[config.mk]
export PLATFORM = sky130hd
export DESIGN_NAME = fetch_queue
export DESIGN_NICKNAME = d
export VERILOG_FILES = /design/src/rtl/fetch_queue_pkg.sv /design/src/rtl/fetch_fifo_mem.sv /design/src/rtl/fetch_queue.sv
export SDC_FILE = /design/constraint.sdc
export NUM_CORES = 1
export LEC_CHECK = 0
export BUFFER_PORTS_ARGS = -buffer_cell sky130_fd_sc_hd__clkbuf_2
export CORE_MARGIN = 2
export CORE_UTILIZATION = 30
export CTS_CLUSTER_SIZE = 20
export DETAILED_ROUTE_END_ITERATION = 8
export GPL_TIMING_DRIVEN = 0
export SLEW_MARGIN = 20
export SYNTH_ARGS = -nofsm -noshare
export SYNTH_HDL_FRONTEND = slang
export SYNTH_SLANG_ARGS = --single-unit
[constraint.sdc]
create_clock -name clk -period 8.4 [get_ports clk]
set_input_delay 1.68 -clock clk [delete_from_list [all_inputs] [get_ports clk]]
set_output_delay 1.68 -clock clk [all_outputs]
set_load 0.02 [all_outputs]
[src/rtl/fetch_queue_pkg.sv]
// Shared fetch types: ROM address and word, the fetch-queue entry consumed by decode,
// and the saturating-add helper used by the optional performance counters.
package fetch_queue_pkg;

  localparam int ADDR_W = 32;
  localparam int WORD_W = 32;
  localparam int PERF_W = 32;

  typedef logic [ADDR_W-1:0] RomAddress;
  typedef logic [WORD_W-1:0] UWord;
  typedef logic [PERF_W-1:0] perf_cnt_t;

  typedef struct packed {
    UWord      instr;
    RomAddress pc;
  } FetchEntry;

  function automatic perf_cnt_t sat_add(input perf_cnt_t a, input perf_cnt_t b);
    logic [PERF_W:0] sum;
    sum = {1'b0, a} + {1'b0, b};
    return sum[PERF_W] ? '1 : sum[PERF_W-1:0];
  endfunction

endpackage

[src/rtl/fetch_fifo_mem.sv]
// DEPTH-entry fetch FIFO storage: one write port, one read port, and a flush that
// discards everything by snapping the read pointer onto the write pointer.
module fetch_fifo_mem
  import fetch_queue_pkg::*;
#(
  parameter  int DEPTH = 4,
  localparam int PTR_W = $clog2(DEPTH)
) (
  input  logic      clk,
  input  logic      reset,
  input  logic      push,
  input  FetchEntry push_data,
  input  logic      pop,
  input  logic      flush,
  output FetchEntry head
);

  FetchEntry        mem [DEPTH];
  logic [PTR_W-1:0] rd_ptr;
  logic [PTR_W-1:0] wr_ptr;

  // NOTE: the array has no reset; occupancy lives in the pointers and count, so stale
  // entries are never observed and the storage stays plain flops with no reset fan-out.
  always_ff @(posedge clk) begin
    if (push && !flush) begin
      mem[wr_ptr] <= push_data;
    end
  end

  always_ff @(posedge clk or negedge reset) begin
    if (!reset) begin
      rd_ptr <= '0;
      wr_ptr <= '0;
    end else if (flush) begin
      rd_ptr <= wr_ptr;
    end else begin
      if (push) wr_ptr <= wr_ptr + 1'b1;
      if (pop)  rd_ptr <= rd_ptr + 1'b1;
    end
  end

  assign head = mem[rd_ptr];

endmodule

[src/rtl/fetch_queue.sv]
// Instruction-fetch front end: issues ROM reads from the PC, queues {instr, pc} pairs and
// hands them to decode over valid/ready. Optional counters: define FETCH_QUEUE_PERF_EN.
module fetch_queue
  import fetch_queue_pkg::*;
#(
  parameter  int DEPTH = 4,
  localparam int PTR_W = $clog2(DEPTH)
) (
  input  logic      clk,
  input  logic      reset,
  input  RomAddress pc_in,
  output logic      stall,
  input  logic      flush,
  output logic      rom_en,
  output RomAddress rom_addr,
  input  UWord      rom_data,
  output logic      out_valid,
  input  logic      out_ready,
  output UWord      out_instr,
  output RomAddress out_pc
`ifdef FETCH_QUEUE_PERF_EN
  ,
  output perf_cnt_t perf_fetched,
  output perf_cnt_t perf_flushed,
  output perf_cnt_t perf_stall_cycles
`endif
);

  localparam logic [PTR_W+1:0] FULL_CREDIT = (PTR_W+2)'(DEPTH);

  logic [PTR_W:0]   count;
  logic [PTR_W:0]   count_next;
  logic [PTR_W+1:0] credit_used;
  logic             inflight_v;
  RomAddress        inflight_pc;
  logic             push;
  logic             pop;
  FetchEntry        head;

  // A request in flight already owns a slot, so a pop only frees credit next cycle.
  assign credit_used = (PTR_W+2)'(count) + (PTR_W+2)'(inflight_v);
  assign stall       = credit_used >= FULL_CREDIT;
  assign rom_en      = reset && !flush && !stall;
  assign rom_addr    = pc_in;

  assign out_valid = (count != '0);
  assign push      = inflight_v && !flush;
  assign pop       = out_valid && out_ready && !flush;
  assign out_instr = head.instr;
  assign out_pc    = head.pc;

  always_comb begin
    // NOTE: default first so every path assigns count_next; a missing branch would infer a latch.
    count_next = count;
    if (flush) begin
      count_next = '0;
    end else if (push && !pop) begin
      count_next = count + 1'b1;
    end else if (pop && !push) begin
      count_next = count - 1'b1;
    end
  end

  // NOTE: state uses non-blocking assignments so every register samples pre-edge values.
  always_ff @(posedge clk or negedge reset) begin
    if (!reset) begin
      count       <= '0;
      inflight_v  <= 1'b0;
      inflight_pc <= '0;
    end else begin
      count       <= count_next;
      inflight_v  <= rom_en;
      inflight_pc <= pc_in;
    end
  end

  fetch_fifo_mem #(
    .DEPTH(DEPTH)
  ) u_mem (
    .clk       (clk),
    .reset     (reset),
    .push      (push),
    .push_data ('{instr: rom_data, pc: inflight_pc}),
    .pop       (pop),
    .flush     (flush),
    .head      (head)
  );

`ifdef FETCH_QUEUE_PERF_EN
  // Flushed count covers queued entries plus the response that is about to be dropped.
  always_ff @(posedge clk or negedge reset) begin
    if (!reset) begin
      perf_fetched      <= '0;
      perf_flushed      <= '0;
      perf_stall_cycles <= '0;
    end else begin
      if (push)  perf_fetched      <= sat_add(perf_fetched, perf_cnt_t'(1));
      if (flush) perf_flushed      <= sat_add(perf_flushed, perf_cnt_t'(credit_used));
      if (stall) perf_stall_cycles <= sat_add(perf_stall_cycles, perf_cnt_t'(1));
    end
  end
`endif

endmodule
==> run summary <==
Post-DP HPWL: 12700 um
RSZ-0062 raised after global routing: no
Final-layout worst hold slack: 0.492 ns
Area occupied by registers: 8690 um2
Filler cell count: 3281
Class of the tightest hold or removal check: register to register
Post-route setup slack: 3.86 ns
Antenna violations before repair: 0
TNS Setup: 0 ns
Headroom to the max-slew limit: 0.529
Outcome: complete, no violations
Count of buffers from port buffering: 165
Time the final worst path needs with I/O delays and setup: 4.54 ns
Post-Route Skew: 0.00946 ns
Initial core utilization: 0.304
Weighted congestion reported at the end of routability-driven placement: 0.648
Ys async rst share: 0.135
Width of the die: 194 um
Count of flip-flops with a built-in enable after synthesis: 256
Core area: 35500 um2
TritonCTS Buffers: 31
PostCTS Resize Cnt: 0
Max rail drop VDD: 0.000204 V
Area taken by multi-input logic gates: 1750 um2
Drt drc: 0
Endpoint class of the critical path: output pin
Post-DR vias/cell: 4.35
CTS tree: built
Summed instance area of the synthesized netlist: 10800 um2
Vert. Die Dim: 194 um
H-tree depth: 1
Top_reg_cell synth: sky130_fd_sc_hd__edfxtp_1
Hold-fix buffer count after cts: 0
Residual overflow from global routing: 0
Setup WS pre-CTS: 3.80 ns
Detailed Route WL: 20600 um
Req. time, crit path: 6.72 ns
Number of I/O pins: 167
Fin crit share: 0.541
Nets: 722
Number of global-route vias before repair: 5414
Pin count of the biggest net entering global routing: 42
Total via count after detailed routing: 4931
Max clock buf depth: 3
Class of the most critical setup path: input pin to output pin
Post-detailed-route wirelength per cell: 18.2 um
Number of cells produced by synthesis: 447
Final setup violation count: 0
Category of the worst setup path launch point: input pin
Register bit count reported by yosys: 296
Buf+Inv Stages, Crit Path: 2
Largest fanout of any net on the critical path: 41
Final Slew Violations: 0
Critical path data arrival time: 2.86 ns
Number of placement rows: 69
Highest clock frequency the design can meet: 0.220 GHz
Post-synth net total: 520
CP delay by family, top: buffers and inverters
CTS sink cnt: 296
Source-to-sink clock delay at the later pin of the worst-skew pair: 0.55 ns
First-iteration detailed-routing DRC count: 132
Library cell used as clock root buffer: sky130_fd_sc_hd__clkbuf_16
Largest stage delay on the critical path: 0.57 ns
Critical-path cell list: clkbuf_4, nor3b_1, clkbuf_2
Detailed Routing Iterations Pass 1: 4
Fraction of layout instances using a drive strength above 1: 0.486
Power density over cell area: 315 nW/um2
Actual slew at the worst max-slew pin: 0.707 ns
Die area: 37500 um2
Number of different library cells in the post-synthesis netlist: 29
Worst path slowest cell: sky130_fd_sc_hd__clkbuf_4
Clock transition at path regs: 0.06 ns
Number of diodes added for antenna fixing: 0
Combined global-route utilization of all metal layers: 0.112
First-pass GRT wire length: 31900 um
Total of warnings raised by yosys: 0
Leak: 4.71 nW
Reported max-cap violation count: 0
Post-synthesis to final-layout area growth: 22.9%
Post-route antenna net violation count: 0
Sequential-to-total area share from yosys stat: 0.805
Post-CTS setup buffers: 0
Mean post-synth cell area: 24.1 um2
Final hold violation count: 0
## path summary, 6_finish.rpt
check                                start                to  slack, ns  cells past startpoint
max                                  reset            rom_en       3.86                      3
min                        inflight_pc[10]  u_mem.mem[1][10]       0.49                      0
max reg2reg                     inflight_v  u_mem.mem[2][26]       6.12                      3
min reg2reg                inflight_pc[10]  u_mem.mem[1][10]       0.49                      0
max in group asynchronous            reset          count[2]       6.73                      1
min in group asynchronous            reset   inflight_pc[15]       1.20                      1
## registers in the layout, summed over array words and instances, names as in the netlist
signal,cells
u_mem.rd_ptr,2
u_mem.mem,256
count,3
inflight_pc,32
u_mem.wr_ptr,2
inflight_v,1
## final cells by class
class	count	area share
inverter	4	0.00113
clock buffer	39	0.0608
timing repair buffer	169	0.0685
clock inverter	18	0.0126
tap	461	0.0435
sequential	296	0.655
buffer	47	0.0263
multi-input combinational	100	0.132
## power breakdown
part	switching, mW	total, mW	internal, mW
Sequential	0.0392	1.73	1.70
Clock	0.531	1.30	0.767
Combinational	0.657	1.14	0.481
## per-stage QoR
stage | power, mW | instance area (um2) | std cells | util
6_report | 4.17 | 13300 | 1134 | 0.374
2_1_floorplan | 2.56 | 10800 | 447 | -
4_1_cts | 4.26 | 13300 | 1134 | 0.374
3_5_place_dp | 2.94 | 12300 | 1077 | 0.346
3_3_place_gp | 2.93 | 12200 | 1073 | 0.344
5_1_grt | 4.37 | 13300 | 1134 | 0.374
## routing by layer
metal | share of wire | routed length (um) | track usage
met1 | 0.42 | 8750 | 0.141
met2 | 0.49 | 10100 | 0.188
met3 | 0.062 | 1280 | 0.0266
met4 | 0.025 | 525 | 0.0390
met5 | 0 | 0 | 0
## synthesized netlist by cell type (3+ instances only)
cell type | count | area [um2]
sky130_fd_sc_hd__dfrtp_1 | 40 | 1000
sky130_fd_sc_hd__edfxtp_1 | 256 | 7690
sky130_fd_sc_hd__ha_1 | 4 | 50.1
sky130_fd_sc_hd__xnor2_1 | 3 | 26.3
sky130_fd_sc_hd__xor2_1 | 3 | 26.3
sky130_fd_sc_hd__and2_1 | 4 | 25.0
sky130_fd_sc_hd__buf_2 | 6 | 30.0
sky130_fd_sc_hd__inv_1 | 4 | 15.0
sky130_fd_sc_hd__buf_4 | 34 | 255
sky130_fd_sc_hd__nand2_1 | 3 | 11.3
sky130_fd_sc_hd__buf_6 | 5 | 56.3
sky130_fd_sc_hd__mux4_2 | 64 | 1440
## layout by cell type (no fill, tap or decap), drive strengths merged
master and instances:
a31o 1, clkinv 11, nor3 1, ha 4
and2 5, nor2b 1, bufinv 3, nand3 1
nor3b 3, o21ai 4, xnor2 3, xor2 3
nand2 3, clkbuf 206, nor2 1, clkinvlp 3
buf 49, o31ai 2, inv 5, nand3b 1
dfrtp 40, or3 1, mux4 64, edfxtp 256
fa 1, and3b 1
## cells by family after synthesis
family,Yosys count,share of synthesized area
buffers and inverters,51,0.0338
XOR/XNOR,6,0.00487
adder cells (fa/ha/maj),5,0.00650
flip-flops,296,0.805
AO/OA/AOI/OAI,7,0.00534
multiplexers,64,0.134
AND/OR/NAND/NOR,18,0.0106
(Power assumes the default switching activity.)
